<file path="src/rtl/lsu_mem_master.sv">
// Load/store initiator: turns a core load/store into a registered req/gnt/rvalid word access.
// Define MISALIGN_TRAP_EN to trap misaligned halfword/word accesses (adds the misalign output).
module lsu_mem_master #(
  parameter int unsigned TIMEOUT_CYCLES = 16,
  parameter int unsigned CNT_W          = 8
) (
  input  logic        clk,
  input  logic        rst,
  input  logic        mem_read,
  input  logic        mem_write,
  input  logic [2:0]  func3,
  input  logic [31:0] addr,
  input  logic [31:0] write_data,
  output logic [31:0] rdata,
  output logic        rdata_valid,
  output logic        stall,
  output logic        bus_err,
  output logic        m_req,
  output logic        m_we,
  output logic [31:0] m_addr,
  output logic [3:0]  m_be,
  output logic [31:0] m_wdata,
  input  logic        m_gnt,
  input  logic        m_rvalid,
  input  logic [31:0] m_rdata
`ifdef MISALIGN_TRAP_EN
  ,
  output logic        misalign
`endif
);

  typedef enum logic [1:0] {ST_IDLE, ST_REQ, ST_WAIT, ST_DONE} state_t;

  localparam logic [CNT_W-1:0] TIMEOUT_VAL = CNT_W'(TIMEOUT_CYCLES);
  localparam bit               TIMEOUT_EN  = (TIMEOUT_CYCLES != 0);

  state_t           state_reg, state_next;
  logic [CNT_W-1:0] cnt_reg;
  logic [2:0]       f3_reg;
  logic [1:0]       off_reg;
  logic             err_reg, trap_reg;

  logic        legal_f3, request, timeout_hit;
  logic        issue, trap, finish_ok, finish_err;
  logic [3:0]  be_next;
  logic [31:0] wdata_next, load_ext;
  logic [7:0]  byte_val;
  logic [15:0] half_val;

  // Stores take priority, so a store-only func3 check applies whenever mem_write is high.
  always_comb begin
    legal_f3 = 1'b0;
    if (mem_write)
      legal_f3 = (func3 == 3'b000) || (func3 == 3'b001) || (func3 == 3'b010);
    else if (mem_read)
      legal_f3 = (func3 == 3'b000) || (func3 == 3'b001) || (func3 == 3'b010) ||
                 (func3 == 3'b100) || (func3 == 3'b101);
  end

  assign request     = (mem_read | mem_write) & legal_f3;
  assign stall       = request & (state_reg != ST_DONE);
  assign timeout_hit = TIMEOUT_EN && ((cnt_reg + CNT_W'(1)) == TIMEOUT_VAL);

`ifdef MISALIGN_TRAP_EN
  logic misaligned;
  assign misaligned = ((func3[1:0] == 2'b01) && addr[0]) ||
                      ((func3[1:0] == 2'b10) && (addr[1:0] != 2'b00));
  assign misalign   = (state_reg == ST_DONE) & trap_reg;
`endif

  assign rdata_valid = (state_reg == ST_DONE) & ~err_reg & ~trap_reg;
  assign bus_err     = (state_reg == ST_DONE) & err_reg;

  // func3[1:0] encodes the access width for loads and stores alike.
  always_comb begin
    be_next    = 4'b1111;
    wdata_next = write_data;
    case (func3[1:0])
      2'b00: begin
        be_next    = 4'b0001 << addr[1:0];
        wdata_next = {4{write_data[7:0]}};
      end
      2'b01: begin
        be_next    = 4'b0011 << {addr[1], 1'b0};
        wdata_next = {2{write_data[15:0]}};
      end
      default: ;
    endcase
  end

  assign byte_val = 8'(m_rdata >> {off_reg, 3'b000});
  assign half_val = 16'(m_rdata >> {off_reg[1], 4'b0000});

  always_comb begin
    case (f3_reg)
      3'b000:  load_ext = {{24{byte_val[7]}}, byte_val};
      3'b001:  load_ext = {{16{half_val[15]}}, half_val};
      3'b100:  load_ext = {24'h0, byte_val};
      3'b101:  load_ext = {16'h0, half_val};
      default: load_ext = m_rdata;
    endcase
  end

  always_comb begin
    state_next = state_reg;
    issue      = 1'b0;
    trap       = 1'b0;
    finish_ok  = 1'b0;
    finish_err = 1'b0;
    case (state_reg)
      ST_IDLE: begin
        if (request) begin
`ifdef MISALIGN_TRAP_EN
          if (misaligned) begin
            trap       = 1'b1;
            state_next = ST_DONE;
          end else begin
            issue      = 1'b1;
            state_next = ST_REQ;
          end
`else
          issue      = 1'b1;
          state_next = ST_REQ;
`endif
        end
      end
      ST_REQ: begin
        if (timeout_hit) begin
          finish_err = 1'b1;
          state_next = ST_DONE;
        end else if (m_gnt) begin
          state_next = ST_WAIT;
        end
      end
      ST_WAIT: begin
        // A response arriving in the final allowed cycle still completes normally.
        if (m_rvalid) begin
          finish_ok  = 1'b1;
          state_next = ST_DONE;
        end else if (timeout_hit) begin
          finish_err = 1'b1;
          state_next = ST_DONE;
        end
      end
      ST_DONE: state_next = ST_IDLE;
      default: state_next = ST_IDLE;
    endcase
  end

  always_ff @(posedge clk or posedge rst) begin
    if (rst) begin
      state_reg <= ST_IDLE;
      cnt_reg   <= '0;
      m_req     <= 1'b0;
      m_we      <= 1'b0;
      m_addr    <= '0;
      m_be      <= '0;
      m_wdata   <= '0;
      f3_reg    <= '0;
      off_reg   <= '0;
      err_reg   <= 1'b0;
      trap_reg  <= 1'b0;
      rdata     <= '0;
    end else begin
      state_reg <= state_next;
      err_reg   <= finish_err;
      trap_reg  <= trap;

      if (issue) begin
        m_req   <= 1'b1;
        m_we    <= mem_write;
        m_addr  <= {addr[31:2], 2'b00};
        m_be    <= be_next;
        m_wdata <= wdata_next;
        f3_reg  <= func3;
        off_reg <= addr[1:0];
      end else if ((state_reg == ST_REQ) && (state_next != ST_REQ)) begin
        m_req <= 1'b0;
      end

      if ((state_reg == ST_REQ) || (state_reg == ST_WAIT))
        cnt_reg <= cnt_reg + CNT_W'(1);
      else
        cnt_reg <= '0;

      if (finish_ok)
        rdata <= m_we ? 32'h0 : load_ext;
      else if (finish_err || trap ||
               ((state_reg == ST_IDLE) && (mem_read | mem_write) && !legal_f3))
        rdata <= 32'h0;
    end
  end

endmodule

</file>
<file path="config.mk">
export PLATFORM = sky130hd
export DESIGN_NAME = lsu_mem_master
export DESIGN_NICKNAME = d
export VERILOG_FILES = /design/src/rtl/lsu_mem_master.sv
export SDC_FILE = /design/constraint.sdc
export NUM_CORES = 1
export LEC_CHECK = 0
export ABC_AREA = 0
export BUFFER_PORTS_ARGS = -buffer_cell sky130_fd_sc_hd__buf_2
export CORE_MARGIN = 5
export CORE_UTILIZATION = 35
export CTS_CLUSTER_DIAMETER = 150
export DETAILED_ROUTE_END_ITERATION = 7
export GPL_ROUTABILITY_DRIVEN = 1
export PLACE_DENSITY_LB_ADDON = 0.2
export SLEW_MARGIN = 10
export SYNTH_ARGS = -nofsm -noshare
export SYNTH_HDL_FRONTEND = slang
export SYNTH_SLANG_ARGS = --single-unit
</file>
<file path="constraint.sdc">
create_clock -name clk -period 3.6 [get_ports clk]
set_input_delay 0.72 -clock clk [delete_from_list [all_inputs] [get_ports clk]]
set_output_delay 0.72 -clock clk [all_outputs]
set_load 0.005 [all_outputs]
</file>
==> results.yml, run 1 <==
cts:
  ctsResizeCount: 0
  tritoncts: "yes"
  cts.htree.levels: 4
  cts_buffers: 17
  post-cts-setup-buffers: 0
  clock_sinks: 116
  root_buffer: "clkbuf_16"
  clock_latency_ns: 0.41
  path_clk_slew_ns: 0.06
  ctsHoldBuffers: 0
  cts_buffer_depth: 2
final_layout:
  multiInputGateArea_um2: 2380
  final_nets: 827
  n_fill_cell: 1521
  diodes: 0
  regArea_um2: 2900
  top_regs: "m_wdata (32), rdata (32), m_addr (30)"
  final_area_um2: 7370
  area_delta_synth_final_pct: 32.9
  drive_gt1_frac: 0.416
yosys:
  yosys.area_share.simple: 0.111
  synth_xor_xnor_area_share: 0.0111
  synthArstFlopShare: 1.00
  yosys-mux-area-fraction: 0.142
  yosys.area.top_type_share: 0.523
  synth.most_common_cell: "dfrtp_1"
  synthAdderAreaFrac: 0.0158
  yosys-top-cells-count: "dfrtp_1, nand2_1, o21ai_0"
  netlist_area_um2: 5550
  synth.area.top_cells: "dfrtp_1, mux2_2, mux2i_1, o21ai_0, o2bb2ai_1"
  synth_seq_area_share: 0.523
  synth_area_leader_cell: "dfrtp_1"
  syn_area_per_cell_um2: 10.8
  synthCells: 513
  synth_top_family_by_area: "compound AO/OA/AOI/OAI gates"
  ys_seq_elements: 116
  synth_ff_type: "dfrtp_1"
  ys_types: 50
  synth_edf_count: 0
  ys_warn_count: 0
  synth_compound_area_frac: 0.147
timing:
  totalNegativeSetupSlack_ns: 0
  max_freq_mhz: 410
  worst_slew_pin_slew_ns: 0.920
  hold_violations: 0
  skew_ns: 0.00715
  slew_headroom: 0.384
  finalCritPeriodShare: 0.678
  whs_ns: 0.470
  fin_crit_ns: 2.44
  report.final.slew_viol_count: 0
  setup_viol: 0
  rsz0062_at_grt: "false"
critical_path:
  r2r-end: "rdata[18]"
  crit_type: "flip-flop to flip-flop"
  start_kind: "flip-flop"
  r2r.worst_path.cells: 7
  worstPathArrival_ns: 2.70
  regToRegStartpoint: "off_reg[1]"
  regToRegSetupSlack_ns: 1.16
  path_max_fanout: 24
  crit_start: "off_reg[1]"
  worstSetupEndpointType: "flip-flop"
  cp.required_ns: 3.86
drt:
  vias: 4555
  wl_met3_um: 1550
  wirelength_met1_um: 6200
  drt_iter0_drc: 275
  highest_layer: "met5"
  drc: 0
  drtAntennaViolNets: 0
  dr.pass1.iters: 4
  routed_wl_um: 15000
  via_per_inst: 4.83
  routed-wl-met2_um: 7110
  post_drt_wl_per_cell_um: 15.9
placed_design:
  io_buffers: 207
  dp_hpwl_um: 11100
  routabilityCongestion: 0.833
  dpl_cell_area_um2: 6770
hold_path:
  holdPathEnd: "rdata[11]"
  holdPathStages: 1
  min_path_type: "flip-flop to flip-flop"
  hold_path_startpoint: "rdata[11]"
run_status:
  outcome: "finished, final reports clean"
floorplanning:
  core_region_area_um2: 15700
  start_util: 0.353
  dieWidth_um: 136
  die_y_um: 136
  rows: 46
  ios: 210
  die-area_um2: 18500
global_route:
  track_usage: 0.166
  grt_first_pass_wirelength_um: 24400
  overflow: 0
  antenna_found_initial: 2
  grt_max_degree: 82
  first_global_vias: 4867
power_and_ir_drop:
  powerDensity_nw_per_um2: 826
  peakVddDrop_v: 0.000382
  p_leak_nw: 3.70
flow_run:
  maxCapViolCount: 0
through the flow:
step           cells  total power [mW]  setup WS [ns]   util
2_1_floorplan    514              3.51           1.47      -
5_1_grt          944              6.54          0.968  0.469
6_report         944              6.09           1.16  0.469
3_5_place_dp     912              4.43           1.04  0.431
4_1_cts          944              6.19           1.17  0.469
3_3_place_gp     912              4.36           1.04  0.431
layer usage:
layer  global-route usage  vias up
met3               0.0714       19
met5                    0        -
met2                0.264      162
met4               0.0521        4
met1                0.206     2179
li1                     -     2191
layout by cell type (no fill, tap or decap), types with 2 or more instances in the layout:
cell	instances
buf_2	207
dfrtp_1	116
nand2_1	52
o21ai_0	46
mux2_2	44
nor2_1	38
mux2i_1	27
o2bb2ai_1	25
inv_1	22
nor2b_1	20
clkbuf_16	17
a21oi_1	14
a31oi_1	8
clkinvlp_4	7
a221oi_1	7
ha_1	7
xnor2_1	6
a21o_1	6
buf_4	6
nand2b_1	5
and2_1	5
nand3_1	3
bufinv_16	3
inv_6	3
o31ai_1	2
a21boi_0	2
conb_1	2
clkinv_2	2
buf_12	2
final cells by class:
| type | count | area share |
|---|---|---|
| clock inverters | 15 | 0.0244 |
| clock buffers | 17 | 0.0577 |
| multi-input cells | 342 | 0.323 |
| well taps | 216 | 0.0367 |
| flip-flops and latches | 116 | 0.394 |
| inverters | 23 | 0.0122 |
| repair buffers | 215 | 0.152 |
critical path, cell delays in order, from the launching register on:
cell	delay, ns
dfrtp_1	0.38
buf_4	0.27
mux2i_1	0.26
mux2i_1	0.13
a21oi_2	0.37
nand2_1	0.13
nand3_1	0.60
o2bb2ai_1	0.15
worst max path at each step:
stage / slack (ns) / cells after the start / to
CTS: 1.17 / 7 / rdata[18]
floorplan: 1.47 / 1 / cnt_reg[0]
finish: 1.16 / 7 / rdata[18]
global route: 0.97 / 7 / rdata[18]
global placement: 1.04 / 7 / m_addr[11]
detailed placement: 1.04 / 7 / m_addr[8]
cell families (layout without fill, tap and decap cells):
logic type	after synthesis	in the layout
muxes	72	72
and+or+nand+nor	132	132
adders and majority gates	7	7
xor gates and xnor gates	7	7
other	1	2
DFF	116	116
buffers and inverters	56	270
AOI/OAI and AO/OA	122	122
report_power, final:
part           internal (mW)  leakage, nW  switching, mW
Clock                   1.09        0.278          0.628
Combinational           1.06         1.97           1.06
Sequential              1.88         1.44          0.376
Total                   4.03         3.70           2.06
Power figures use the tool's default switching activity.
==> run 2, diff against run 1 <==
--- a/config.mk
+++ b/config.mk
@@ -5,7 +5,7 @@
 export SDC_FILE = /design/constraint.sdc
 export NUM_CORES = 1
 export LEC_CHECK = 0
-export ABC_AREA = 0
+export ABC_AREA = 1
 export BUFFER_PORTS_ARGS = -buffer_cell sky130_fd_sc_hd__buf_2
 export CORE_MARGIN = 5
 export CORE_UTILIZATION = 35
==> constraint.sdc (replaced) <==
create_clock -name clk -period 2.2 [get_ports clk]
set_input_delay 0.44 -clock clk [delete_from_list [all_inputs] [get_ports clk]]
set_output_delay 0.44 -clock clk [all_outputs]
set_load 0.005 [all_outputs]
==> run 2 against run 1 <==
Effect of this change: clock power up 80%; flip-flop and latch count unchanged; maximum frequency up 21%; clock-buffer cell count rose by 3; register-to-register slack got worse by 0.98 ns; final area grew 1.3%; combinational power increased by 67%; clock skew decreased by 0.00076 ns.
==> results.yml, run 2 <==
placed_design:
  dp_hpwl_um: 12100
  routabilityCongestion: 0.822
  io_buffers: 207
  dpl_cell_area_um2: 6770
yosys:
  synth_edf_count: 0
  ys_types: 39
  synthCells: 654
  synth_seq_area_share: 0.530
  ys_seq_elements: 116
  ys_warn_count: 0
  syn_area_per_cell_um2: 8.38
  yosys-top-cells-count: "nand2_1, dfrtp_1, o21ai_0"
  synthArstFlopShare: 1.00
  synth.area.top_cells: "dfrtp_1, nand2_1, o21ai_0, nand3_1, a21oi_1"
  yosys.area.top_type_share: 0.530
  synth_ff_type: "dfrtp_1"
  synth_area_leader_cell: "dfrtp_1"
  synth.most_common_cell: "nand2_1"
  netlist_area_um2: 5480
critical_path:
  worstPathCellList: "ha_1, nand3_1, nand2_1, nand2_1, nand3_1, nor2_1, nand2_2, nor3_4, inv_2, buf_12, nand3_1, nand2_1"
  worstPathArrival_ns: 2.31
  crit_family: "simple AND/OR/NAND/NOR gates"
  path_buf_inv: 2
  slowest_delay_ns: 0.44
  worstSetupEndpointType: "flip-flop"
  path_max_fanout: 27
  cpMaxStageDelayCell: "dfrtp_1"
  crit_type: "flip-flop to flip-flop"
  start_kind: "flip-flop"
  cp.required_ns: 2.49
cts:
  ctsResizeCount: 0
  cts_buffers: 17
  tritoncts: "yes"
  clock_latency_ns: 0.41
  cts_buffer_depth: 2
  root_buffer: "clkbuf_16"
  cts.htree.levels: 4
  clock_sinks: 116
  path_clk_slew_ns: 0.06
drt:
  drtAntennaViolNets: 0
  drc: 0
  drt_iter0_drc: 324
  vias: 5153
  dr.pass1.iters: 5
  routed_wl_um: 16400
  post_drt_wl_per_cell_um: 15.1
  via_per_inst: 4.74
global_route:
  grt_first_pass_wirelength_um: 26100
  grt_max_degree: 75
  track_usage: 0.180
  first_global_vias: 5053
  overflow: 0
  antenna_found_initial: 0
floorplanning:
  die_y_um: 135
  die-area_um2: 18300
  ios: 210
  dieWidth_um: 135
  core_region_area_um2: 15300
  start_util: 0.359
  rows: 45
final_layout:
  area_delta_synth_final_pct: 36.3
  final_nets: 976
  final_common_cell: "nand2_1"
  n_fill_cell: 1534
  top_regs: "m_wdata (32), rdata (32), m_addr (30)"
  diodes: 0
  multiInputGateArea_um2: 2210
  regArea_um2: 2900
  drive_gt1_frac: 0.311
  final_cell_mix: "nand2_1, buf_2, dfrtp_1"
  final_area_um2: 7470
power_and_ir_drop:
  powerDensity_nw_per_um2: 1370
  seq_power_share: 0.350
  p_int_mw: 6.67
  power.share.switching: 0.349
  p_comb_frac: 0.347
  peakVddDrop_v: 0.000642
  p_leak_nw: 4.09
  clkPwrFrac: 0.303
  p_sw_mw: 3.57
timing:
  fin_crit_ns: 2.02
  max_freq_mhz: 495
  rsz0062_at_grt: "false"
  hold_violations: 0
  report.final.slew_viol_count: 0
  totalNegativeSetupSlack_ns: 0
  setup_viol: 0
  finalCritPeriodShare: 0.918
  skew_ns: 0.00640
hold_path:
  min_path_type: "input port to flip-flop"
flow_run:
  maxCapViolCount: 0
run_status:
  outcome: "finished, final reports clean"
run 2: power by group through the flow:
stage               clock [mW]  sequential (mW)  combinational [mW]
floorplan                    0             3.62                1.99
global placement             0             3.60                3.58
detailed placement           0             3.59                3.61
CTS                       3.16             3.59                3.61
global route              3.27             3.71                4.01
finish                    3.10             3.58                3.55
run 2: worst paths after layout:
check	start	to	slack (ns)	depth (start not counted)
max reg2reg	cnt_reg[0]	rdata[20]	0.18	12
min reg2reg	m_req	m_req	0.46	2
max in group asynchronous	rst	m_wdata[13]	1.05	4
min	addr[24]	m_addr[24]	0.21	3
max	cnt_reg[0]	rdata[20]	0.18	12
min in group asynchronous	rst	state_reg[0]	0.52	3
run 2: cells by family (layout without fill, tap and decap cells):
group / Yosys count / in the layout / synth area share
AOI/OAI and AO/OA: 140 / 140 / 0.146
other: 1 / 2 / 0.000684
adders and majority gates: 7 / 7 / 0.0160
muxes: 7 / 7 / 0.0128
and+or+nand+nor: 299 / 299 / 0.225
DFF: 116 / 116 / 0.530
buffers and inverters: 84 / 306 / 0.0696
run 2: tightest hold or removal path, cell delays in order:
cell	delay, ns
buf_2	0.07
nand2_1	0.04
nand2_1	0.04
run 2: per-layer routing:
layer / share of wire / track usage / routed length (um)
met1: 0.45 / 0.238 / 7320
met2: 0.46 / 0.277 / 7470
met3: 0.089 / 0.0727 / 1470
met4: 0.0093 / 0.0448 / 153
met5: 0 / 0 / 0
run 2: through the flow:
stage	cells	power (mW)	hold WS, ns	utilization	setup slack, ns
6_report	1088	10.2	0.214	0.489	0.181
4_1_cts	1087	10.4	0.202	0.488	0.0732
3_5_place_dp	1054	7.20	0.402	0.444	0.0838
3_3_place_gp	1054	7.18	0.401	0.444	0.117
5_1_grt	1088	11.0	0.191	0.489	0.00712
2_1_floorplan	655	5.61	0.453	-	0.347
run 2: cell type report:
class                           instances  share of cell area
Clock buffer                           20              0.0625
Clock inverter                         12              0.0270
Inverter                               49              0.0251
Multi-Input combinational cell        455               0.296
Sequential cell                       116               0.389
Tap cell                              211              0.0354
Timing Repair Buffer                  225               0.166
run 2: repair_timing:
| action | in CTS | in global routing |
|---|---|---|
| endpoints found under the setup margin | 0 | 16 |
| hold buffers | 1 | 0 |
| buffers inserted | 0 | 1 |
| hold endpoints to repair | 7 | 0 |
==> run 3, diff against run 2 <==
--- a/config.mk
+++ b/config.mk
@@ -13,6 +13,7 @@
 export DETAILED_ROUTE_END_ITERATION = 7
 export GPL_ROUTABILITY_DRIVEN = 1
 export PLACE_DENSITY_LB_ADDON = 0.2
+export SETUP_SLACK_MARGIN = 0.2
 export SLEW_MARGIN = 10
 export SYNTH_ARGS = -nofsm -noshare
 export SYNTH_HDL_FRONTEND = slang
==> run 3 against run 2 <==
Effect of this change: worst hold slack about the same; non-clock buffer count up 2; maximum frequency up 8.7%; final area up 0.55%; clock-buffer cell count unchanged; largest cell class unchanged; largest power group unchanged; via count about the same; worst setup slack better by 0.16 ns; utilization up 0.27 points; flip-flop and latch count unchanged; die area unchanged.
==> results.yml, run 3 (synthesis gave the netlist of run 2 again) <==
run_status:
  outcome: "finished, final reports clean"
cts:
  path_clk_slew_ns: 0.06
  cts_buffer_depth: 2
  clock_latency_ns: 0.41
  cts.htree.levels: 4
  cts_buffers: 17
  clock_sinks: 116
  root_buffer: "clkbuf_16"
  tritoncts: "yes"
timing:
  rsz0062_at_grt: "false"
  hold_violations: 0
  report.final.slew_viol_count: 0
  postLayoutSetupSlackWorst_ns: 0.343
  totalNegativeSetupSlack_ns: 0
  setup_viol: 0
  max_freq_mhz: 539
  skew_ns: 0.00663
  finalCritPeriodShare: 0.844
  fin_crit_ns: 1.86
  whs_ns: 0.215
placed_design:
  dp_hpwl_um: 12100
  dp.cells: 1054
  io_buffers: 207
  routabilityCongestion: 0.822
  place_ws_ns: 0.0838
  dpl_cell_area_um2: 6770
critical_path:
  start_kind: "flip-flop"
  worstPathArrival_ns: 2.15
  regToRegStartpoint: "cnt_reg[1]"
  path_max_fanout: 27
  crit_type: "flip-flop to flip-flop"
  cp.required_ns: 2.49
  crit_start: "cnt_reg[1]"
  cpMaxStageDelayCell: "dfrtp_2"
  crit_family: "simple AND/OR/NAND/NOR gates"
  worstSetupEndpointType: "flip-flop"
  worstPathCellList: "ha_4, nand2_1, nand2_1, nor2_1, nand3_1, nor2_2, nand2_2, nor3_4, inv_2, buf_12, nand3_1, nand2_1"
  cpMostUsedCell: "nand2_1"
  path_buf_inv: 2
  slowest_delay_ns: 0.44
power_and_ir_drop:
  powerDensity_nw_per_um2: 1370
  peakVddDrop_v: 0.000636
  p_comb_frac: 0.347
  seq_power_share: 0.350
  power.share.switching: 0.349
  p_leak_nw: 4.09
  p_total_mw: 10.3
  p_int_mw: 6.69
  clkPwrFrac: 0.303
  p_sw_mw: 3.58
flow_run:
  maxCapViolCount: 0
drt:
  drt_iter0_drc: 359
  via_per_inst: 4.73
  post_drt_wl_per_cell_um: 15.1
  vias: 5157
  routed_wl_um: 16400
  dr.pass1.iters: 8
  drc: 0
  drtAntennaViolNets: 0
final_layout:
  drive_gt1_frac: 0.321
  final_cell_mix: "nand2_1, buf_2, dfrtp_1"
  final_area_um2: 7510
  final_common_cell: "nand2_1"
  post-route-util: 0.492
  area_delta_synth_final_pct: 37.0
  instances_no_fill: 1090
  top_regs: "m_wdata (32), rdata (32), m_addr (30)"
  final_nets: 978
  diodes: 0
hold_path:
  hold_path_startpoint: "addr[24]"
  min_path_type: "input port to flip-flop"
floorplanning:
  start_util: 0.359
  rows: 45
  ios: 210
  die_y_um: 135
  die-area_um2: 18300
  dieWidth_um: 135
  core_region_area_um2: 15300
global_route:
  first_global_vias: 5062
  overflow: 0
  grt_first_pass_wirelength_um: 26100
  track_usage: 0.180
  antenna_found_initial: 0
  grt_max_degree: 75
==> run 3: changes by cell type in the layout (fill, tap and decap cells not counted) <==
cell / previous run / this run
dfrtp_1: 116 / 113
nor2_2: 0 / 1
ha_1: 7 / 5
nor2_1: 19 / 18
nand3_2: 1 / 2
buf_4: 12 / 14
dfrtp_2: 0 / 3
ha_4: 0 / 1
ha_2: 0 / 1
nand3_1: 49 / 48
==> run 3: timing repair <==
action,CTS,global route
endpoints found under the setup margin,26,28
pin swaps,1,1
gates resized for setup,1,7
hold buffers,1,0
endpoints found under the hold margin,7,0
buffers inserted,1,2
==> run 3: worst paths after layout <==
path,endpoint,slack (ns),cells after the start
min in group asynchronous,state_reg[0],0.52,3
max in group asynchronous,m_wdata[13],1.05,4
setup / recovery,rdata[20],0.34,12
hold reg to reg,m_req,0.46,2
setup reg to reg,rdata[20],0.34,12
hold / removal,m_addr[24],0.21,3
==> run 3: worst min-delay path, cell delays in order <==
cell and delay (ns):
buf_2 0.07, nand2_1 0.04, nand2_1 0.04
==> run 3: final cells by class <==
| cell class | instances | area, um^2 |
|---|---|---|
| clock inverters | 12 | 201 |
| fillers | 1535 | 7750 |
| repair buffers | 227 | 1250 |
| clock buffers | 20 | 467 |
| flip-flops and latches | 116 | 2910 |
| multi-input cells | 455 | 2230 |
| inverters | 49 | 188 |
| well taps | 211 | 264 |
==> run 3: power groups by stage <==
stage	registers [mW]	logic [mW]	clock network [mW]
finish	3.60	3.57	3.11
global route	3.73	4.04	3.27
CTS	3.59	3.63	3.16
detailed placement	3.59	3.61	0
global placement	3.60	3.58	0
floorplan	3.62	1.99	0
==> run 3: per-layer routing <==
layer / routed length [um] / vias up / GRT usage
met2: 7430 / 200 / 0.277
met1: 7380 / 2370 / 0.238
li1: - / 2570 / -
met3: 1480 / 17 / 0.0727
met4: 153 / 0 / 0.0448
met5: 0 / - / 0
